### config.mk
export PLATFORM = sky130hd
export DESIGN_NAME = spi_short_cmd_flat
export DESIGN_NICKNAME = d
export VERILOG_FILES = /design/src/rtl/spi_flash_pkg.sv /design/src/rtl/spi_short_cmd_if.sv /design/src/rtl/spi_byte_shifter.sv /design/src/rtl/spi_short_cmd.sv /design/src/flat_wrapper.sv
export SDC_FILE = /design/constraint.sdc
export NUM_CORES = 1
export LEC_CHECK = 0
export CAP_MARGIN = 10
export CORE_MARGIN = 2
export CORE_UTILIZATION = 40
export CTS_BUF_LIST = sky130_fd_sc_hd__clkbuf_8
export DETAILED_ROUTE_END_ITERATION = 16
export PLACE_DENSITY = 0.71
export SYNTH_ARGS = -nofsm -noshare
export SYNTH_HDL_FRONTEND = slang
export SYNTH_HIERARCHICAL = 1
export SYNTH_SLANG_ARGS = --single-unit
export TNS_END_PERCENT = 100
### constraint.sdc
create_clock -name clock -period 3.1 [get_ports clock]
set_input_delay 0.62 -clock clock [delete_from_list [all_inputs] [get_ports clock]]
set_output_delay 0.62 -clock clock [all_outputs]
set_load 0.03 [all_outputs]
### src/rtl/spi_flash_pkg.sv
// Shared definitions for the short SPI flash command issuers: opcodes,
// issuer state encoding and the transfer length helper.
package spi_flash_pkg;

  localparam logic [7:0] WREN  = 8'h06;
  localparam logic [7:0] WRDI  = 8'h04;
  localparam logic [7:0] RSTEN = 8'h66;
  localparam logic [7:0] RST   = 8'h99;
  localparam logic [7:0] WRSR  = 8'h01;

  typedef enum logic [1:0] {
    IDLE,
    REQ,
    EXEC,
    FSH
  } state_t;

  // Transfer length in lane-width units: nbytes*8 bits spread over ssize lanes.
  function automatic logic [23:0] cmd_len_bits(input logic [3:0] nbytes, input int ssize);
    return 24'((32'(nbytes) * 32'd8) / 32'(ssize));
  endfunction

endpackage

### src/rtl/spi_short_cmd_if.sv
// Command bus shared by all flash command slaves, and the request port
// into the SPI request arbiter.
interface cmd_inf #(
  parameter int NSLAVE = 1,
  parameter int WDW    = 24
);
  logic              request;
  logic [7:0]        cmd;
  logic [WDW-1:0]    wdata;
  // Each slave drives only its own bit, so these are nets.
  wire  [NSLAVE-1:0] busy;
  wire  [NSLAVE-1:0] finish;

  modport master (output request, cmd, wdata, input busy, finish);
  modport slaver (input request, cmd, wdata, output busy, finish);
endinterface

interface spi_req_inf;
  logic        request;
  logic [7:0]  req_cmd;
  logic [23:0] req_len;
  logic [23:0] req_wr_len;
  logic        busy;
  logic        wr_vld;
  logic        wr_ready;
  logic        clk_en;
  logic [7:0]  wr_data;

  modport master (
    output request, req_cmd, req_len, req_wr_len, wr_vld, wr_data,
    input  busy, wr_ready, clk_en
  );
  modport slave (
    input  request, req_cmd, req_len, req_wr_len, wr_vld, wr_data,
    output busy, wr_ready, clk_en
  );
endinterface

### src/rtl/spi_byte_shifter.sv
// Loadable byte shift register with a remaining-byte counter; presents the
// low byte as write data and advances on each accepted beat.
module spi_byte_shifter #(
  parameter int MAXB = 4
) (
  input  logic              clock,
  input  logic              rst_n,
  input  logic              load,
  input  logic [8*MAXB-1:0] load_data,
  input  logic [3:0]        load_count,
  input  logic              run,
  input  logic              wr_ready,
  input  logic              clk_en,
  output logic              wr_vld,
  output logic [7:0]        wr_data,
  output logic [3:0]        left
);

  logic [8*MAXB-1:0] shift_reg, shift_next;
  logic [3:0]        remaining_reg;
  logic              vld_reg;
  logic              fire;

  assign fire = vld_reg & wr_ready & clk_en;

  // left is the byte count after this cycle, so wr_vld can drop on the
  // same edge that moves the final byte.
  always_comb begin
    shift_next = shift_reg;
    left       = remaining_reg;
    if (load) begin
      shift_next = load_data;
      left       = load_count;
    end else if (fire) begin
      shift_next = shift_reg >> 8;
      left       = remaining_reg - 4'd1;
    end
  end

  always_ff @(posedge clock or negedge rst_n) begin
    if (!rst_n) begin
      shift_reg     <= '0;
      remaining_reg <= '0;
      vld_reg       <= 1'b0;
    end else begin
      shift_reg     <= shift_next;
      remaining_reg <= left;
      vld_reg       <= run && (left != 4'd0);
    end
  end

  assign wr_vld  = vld_reg;
  assign wr_data = shift_reg[7:0];

endmodule

### src/rtl/spi_short_cmd.sv
// Issues one short SPI flash command (opcode plus optional argument bytes)
// from a configurable table, with an arbiter grant timeout.
module spi_short_cmd
  import spi_flash_pkg::*;
#(
  parameter int              MODULE_ID = 0,
  parameter int              SSIZE     = 1,
  parameter int              NCMD      = 4,
  parameter int              CMD_BASE  = 0,
  parameter int              MAXB      = 4,
  parameter logic [8*NCMD-1:0] OPCODES = {8'h99, 8'h66, 8'h04, 8'h06},
  parameter logic [4*NCMD-1:0] NBYTES  = {4'd1, 4'd1, 4'd1, 4'd1},
  parameter int              TIMEOUT   = 1024
) (
  input  logic       clock,
  input  logic       rst_n,
  cmd_inf.slaver     cmd_inf,
  spi_req_inf.master inf,
  output logic       error
);

  localparam int IW = (NCMD > 1) ? $clog2(NCMD) : 1;
  localparam int TW = (TIMEOUT > 1) ? $clog2(TIMEOUT) : 1;

  state_t            state_reg, state_next;
  logic [8:0]        offset;
  logic              in_range;
  logic              accept;
  logic [IW-1:0]     k;
  logic [7:0]        opcode;
  logic [3:0]        nbytes_sel;
  logic [3:0]        nbytes_reg;
  logic [8*MAXB-1:0] load_data;
  logic [TW-1:0]     tmo_reg, tmo_next;
  logic              err_next;
  logic              request_reg, busy_reg, finish_reg, error_reg;
  logic              run;
  logic [3:0]        left;

  // Ids below CMD_BASE wrap to large offsets and fall out of range.
  assign offset     = {1'b0, cmd_inf.cmd} - 9'(CMD_BASE);
  assign in_range   = offset < 9'(NCMD);
  assign accept     = (state_reg == IDLE) && cmd_inf.request && in_range;
  assign k          = offset[IW-1:0];
  assign opcode     = OPCODES[8*k +: 8];
  assign nbytes_sel = NBYTES[4*k +: 4];

  generate
    if (MAXB > 1) begin : g_args
      assign load_data = {cmd_inf.wdata[8*(MAXB-1)-1:0], opcode};
    end else begin : g_opcode_only
      assign load_data = opcode;
    end
  endgenerate

  always_comb begin
    state_next = state_reg;
    tmo_next   = tmo_reg;
    err_next   = 1'b0;
    case (state_reg)
      IDLE: begin
        if (accept) begin
          state_next = REQ;
          tmo_next   = '0;
        end
      end
      REQ: begin
        if (inf.busy) begin
          state_next = EXEC;
        end else if (tmo_reg == TW'(TIMEOUT - 1)) begin
          state_next = FSH;
          err_next   = 1'b1;
        end else if (tmo_reg != '1) begin
          tmo_next = tmo_reg + TW'(1);
        end
      end
      EXEC: begin
        // Grant withdrawn with bytes still pending is an arbiter abort.
        if (!inf.busy) begin
          state_next = FSH;
          err_next   = (left != 4'd0);
        end
      end
      FSH:     state_next = IDLE;
      default: state_next = IDLE;
    endcase
  end

  always_ff @(posedge clock or negedge rst_n) begin
    if (!rst_n) begin
      state_reg   <= IDLE;
      tmo_reg     <= '0;
      nbytes_reg  <= '0;
      request_reg <= 1'b0;
      busy_reg    <= 1'b0;
      finish_reg  <= 1'b0;
      error_reg   <= 1'b0;
    end else begin
      state_reg   <= state_next;
      tmo_reg     <= tmo_next;
      if (accept) nbytes_reg <= nbytes_sel;
      request_reg <= (state_next == REQ);
      busy_reg    <= (state_next == REQ) || (state_next == EXEC);
      finish_reg  <= (state_next == FSH);
      error_reg   <= (state_next == FSH) && err_next;
    end
  end

  assign run = (state_next == EXEC);

  spi_byte_shifter #(
    .MAXB (MAXB)
  ) u_shifter (
    .clock      (clock),
    .rst_n      (rst_n),
    .load       (accept),
    .load_data  (load_data),
    .load_count (nbytes_sel),
    .run        (run),
    .wr_ready   (inf.wr_ready),
    .clk_en     (inf.clk_en),
    .wr_vld     (inf.wr_vld),
    .wr_data    (inf.wr_data),
    .left       (left)
  );

  assign inf.request    = request_reg;
  assign inf.req_cmd    = 8'h00;
  assign inf.req_len    = cmd_len_bits(nbytes_reg, SSIZE);
  assign inf.req_wr_len = cmd_len_bits(nbytes_reg, SSIZE);

  assign cmd_inf.busy[MODULE_ID]   = busy_reg;
  assign cmd_inf.finish[MODULE_ID] = finish_reg;
  assign error                     = error_reg;

endmodule

### src/flat_wrapper.sv
// flat-port wrapper written by rule: the top's interface ports become plain ports
module spi_short_cmd_flat import spi_flash_pkg::*;
#(
  parameter int              MODULE_ID = 0,
  parameter int              SSIZE     = 1,
  parameter int              NCMD      = 4,
  parameter int              CMD_BASE  = 0,
  parameter int              MAXB      = 4,
  parameter logic [8*NCMD-1:0] OPCODES = {8'h99, 8'h66, 8'h04, 8'h06},
  parameter logic [4*NCMD-1:0] NBYTES  = {4'd1, 4'd1, 4'd1, 4'd1},
  parameter int              TIMEOUT   = 1024
)
  (clock, rst_n, error, cmd_inf_request, cmd_inf_cmd, cmd_inf_wdata, cmd_inf_busy, cmd_inf_finish, inf_request, inf_req_cmd, inf_req_len, inf_req_wr_len, inf_wr_vld, inf_wr_data, inf_busy, inf_wr_ready, inf_clk_en);
  cmd_inf #(.NSLAVE(2), .WDW(24)) cmd_inf_i ();
  spi_req_inf inf_i ();
  input  logic clock;
  input  logic rst_n;
  output logic error;
  input wire logic [$bits(cmd_inf_i.request)-1:0] cmd_inf_request;
  input wire logic [$bits(cmd_inf_i.cmd)-1:0] cmd_inf_cmd;
  input wire logic [$bits(cmd_inf_i.wdata)-1:0] cmd_inf_wdata;
  output wire logic [$bits(cmd_inf_i.busy)-1:0] cmd_inf_busy;
  output wire logic [$bits(cmd_inf_i.finish)-1:0] cmd_inf_finish;
  output wire logic [$bits(inf_i.request)-1:0] inf_request;
  output wire logic [$bits(inf_i.req_cmd)-1:0] inf_req_cmd;
  output wire logic [$bits(inf_i.req_len)-1:0] inf_req_len;
  output wire logic [$bits(inf_i.req_wr_len)-1:0] inf_req_wr_len;
  output wire logic [$bits(inf_i.wr_vld)-1:0] inf_wr_vld;
  output wire logic [$bits(inf_i.wr_data)-1:0] inf_wr_data;
  input wire logic [$bits(inf_i.busy)-1:0] inf_busy;
  input wire logic [$bits(inf_i.wr_ready)-1:0] inf_wr_ready;
  input wire logic [$bits(inf_i.clk_en)-1:0] inf_clk_en;
  assign cmd_inf_i.request = cmd_inf_request;
  assign cmd_inf_i.cmd = cmd_inf_cmd;
  assign cmd_inf_i.wdata = cmd_inf_wdata;
  assign cmd_inf_busy = cmd_inf_i.busy;
  assign cmd_inf_finish = cmd_inf_i.finish;
  assign inf_request = inf_i.request;
  assign inf_req_cmd = inf_i.req_cmd;
  assign inf_req_len = inf_i.req_len;
  assign inf_req_wr_len = inf_i.req_wr_len;
  assign inf_wr_vld = inf_i.wr_vld;
  assign inf_wr_data = inf_i.wr_data;
  assign inf_i.busy = inf_busy;
  assign inf_i.wr_ready = inf_wr_ready;
  assign inf_i.clk_en = inf_clk_en;
  spi_short_cmd #(.MODULE_ID(MODULE_ID), .SSIZE(SSIZE), .NCMD(NCMD), .CMD_BASE(CMD_BASE), .MAXB(MAXB), .OPCODES(OPCODES), .NBYTES(NBYTES), .TIMEOUT(TIMEOUT)) u_core (.clock(clock), .rst_n(rst_n), .cmd_inf(cmd_inf_i), .inf(inf_i), .error(error));
endmodule
==> flow_summary_export.csv <==
group,metric,value,unit
synth,synth_ff_type,"dfrtp_1",
synth,synthTopCellsByArea,"dfrtp_1 (41%), buf_4 (16%), mux2i_1 (7.3%)",
floorplanning,fp.dieH,94.8,um
synth,synth-xor-area-share,0.00797,
outcome,status,"complete, no violations",
layout,largest_register_ffs,32,
sta,setup_viol,0,
clock_network,clockBufferDepth,2,
power_and_ir_drop,total_leakage_power,1.83,nW
clock_network,numCtsBuffers,5,
layout,fin_util,0.465,
power_and_ir_drop,peakVddDrop,262,uV
floorplanning,fp.coreArea,0.00809,mm2
synth,synth_common_cells,"buf_4 (71), dfrtp_1 (54), nand2_1 (54), o21ai_0 (42), mux2i_1 (24)",
grt,grt_usage,0.128,
placed_design,place_congestion,0.818,
power_and_ir_drop,totalPowerFinal,2.47,mW
synth,async_reset_ff_frac,1.00,
job,cap_violations,0,
critical_path,critPathMaxFanout,69,
synth,synth_area,0.00330,mm2
synth,yosys.area_share.simple,0.145,
route,wire_per_inst,11.5,um
critical_path,arrival,2.92,ns
sta,min_period_over_period,0.876,
sta,period_needed,2.71,ns
synth,syn_inst,348,
sta,worst_clock_skew,0.00952,ns
grt,grt_pass1_vias,2001,
synth,synth_top_family_by_area,"buffers and inverters",
critical_path,critPathMostFrequentCell,"nand2_1",
route,drt-total-wl,5760,um
synth,synth_seq_cells,54,
floorplanning,io_pins,109,
sta,hold_viol_final,0,
grt,grt_max_degree,70,
sta,maxSlewViolCount,0,
critical_path,crit_buf_inv,3,
sta,worstMarginPinSlew,0.511,ns
synth,yosysMostFrequentCell,"buf_4",
critical_path,timing.rr.end,"u_core/u_shifter/wr_vld",
synth,synth_edf_count,0,
route,via_per_inst,4.67,
synth,synth.yosys.seq_area_share,0.410,
synth,synth_compound_area_frac,0.134,
sta,hold_ws,0.243,ns
synth,yosysTopAreaCellShare,0.410,
layout,diodes,0,
route,dr.pass1.iters,6,
critical_path,path_cells,"clkdlybuf4s50_1 -> or4b_4 -> nor4_4 -> nand2_1 -> inv_2 -> buf_12 -> nand2_1 -> o21ai_0 -> o41ai_1 -> a211oi_1",
critical_path,r2r-start,"u_core/tmo_reg[0]",
critical_path,crit_required,3.31,ns
critical_path,critPathCaptureType,"flip-flop",
synth,synth_cell_types,49,
route,vias,2328,
route,drt-initial-drc-count,73,
synth,syn_area_per_cell,9.48,um2
clock_network,cts_tree,"yes",
critical_path,cpLargestDelayFamily,"simple AND/OR/NAND/NOR gates",
critical_path,reg2reg_setup_slack,0.57,ns
sta,relSlewSlack,0.659,
grt,overflow,0,
synth,synth_top_area_cell,"dfrtp_1",
power_and_ir_drop,p_per_area,656,mW/mm2
critical_path,critPathLaunchType,"primary input",
critical_path,worstSetupPathType,"in -> reg",
clock_network,cts-root-buf,"clkbuf_8",
floorplanning,initial_utilization,0.408,
critical_path,cp_slowest_stage_delay,0.55,ns
sta,rsz0062_at_grt,"false",
clock_network,ctsHoldBuffers,0,
sta,fmax,368,MHz
clock_network,clk_latency,0.30,ns
worst_hold_path,hp-class,"in -> async",
route,drc,0,
layout,finish.net_count,441,
clock_network,htreeDepth,2,
floorplanning,die_area,0.00899,mm2
clock_network,cts_resized,0,
grt,antenna_found_initial,0,
floorplanning,die_x,94.8,um
grt,grt_pass1_wl,9230,um
clock_network,cts_setup_buffers,0,
sta,finalSetupTns,0,ns
critical_path,r2r_cells,8,
placed_design,dp_hpwl,4190,um
synth,synth.area.mux_share,0.0763,
layout,area.growth.synth_to_final,14.2,%
route,antenna_left,0,
synth,synth_adder_area_share,0.0379,
floorplanning,rows,33,
synth,yosysWarnings,10,
critical_path,cp_slowest_cell,"or4b_4",
clock_network,cts.sinks,54,
clock_network,clkSlewWorstSetupHoldPaths,0.10,ns
placed_design,port_buffers,52,
layout,drive_above_1_share,0.0685,
==> worst max-delay path by stage <==
stage / startpoint / end / cells after the start
2_1_floorplan: cmd_inf_cmd[5] / u_core/error / 9
3_3_place_gp: cmd_inf_cmd[5] / u_core/error / 10
3_5_place_dp: cmd_inf_cmd[5] / u_core/error / 10
4_1_cts: cmd_inf_cmd[5] / u_core/error / 10
5_1_grt: cmd_inf_cmd[5] / u_core/error / 10
6_report: cmd_inf_cmd[5] / u_core/error / 10
==> cells by family after synthesis <==
family	after synthesis
buffers and inverters	92
DFF	54
adders and majority gates	10
other	2
and+or+nand+nor	93
AOI/OAI and AO/OA	69
muxes	25
xor gates and xnor gates	3
==> cell usage in the layout (no fill, tap or decap), types with 4 or more instances in the layout <==
cell / count
conb_1: 62
nand2_1: 54
clkdlybuf4s50_1: 51
clkbuf_8: 5
mux2i_1: 24
nand4_1: 4
o21ai_0: 42
inv_1: 12
dfrtp_1: 54
and2_1: 4
ha_1: 10
nor2_1: 9
buf_4: 5
==> routing by layer <==
metal	share of wire	vias up	GRT usage
met5	0	-	0
met4	0.011	0	0.0338
met3	0.068	6	0.0271
met2	0.47	81	0.205
met1	0.45	1097	0.175
li1	-	1144	-
==> report_power, final <==
group / total (mW) / internal, mW / switching, mW
clock: 0.457 / 0.238 / 0.220
sequential: 1.00 / 0.881 / 0.119
combinational: 1.01 / 0.418 / 0.595
==> area by class of cell <==
type / count / area [um2]
clock inverters: 3 / 41.3
multi-input cells: 262 / 1560
inverters: 12 / 45.0
fillers: 788 / 4330
clock buffers: 5 / 68.8
well taps: 105 / 131
flip-flops and latches: 54 / 1350
repair buffers: 58 / 573
==> per-stage QoR <==
stage	instance area (um2)	worst slack (ns)	cells
after floorplan	3520	0.435	408
after global placement	3660	0.171	491
after detailed placement	3660	0.0324	491
after CTS	3770	0.361	499
after global routing	3770	0.212	499
final	3770	0.385	499
==> worst register-to-register path, stage by stage, from the launching register on <==
cell and delay (ns):
dfrtp_1 0.41, ha_1 0.21, nand3_1 0.25, or4_1 0.65
a21oi_1 0.24, o21ai_0 0.11, ha_1 0.23, o31a_1 0.11
a32o_1 0.21
(Power assumes the default switching activity.)
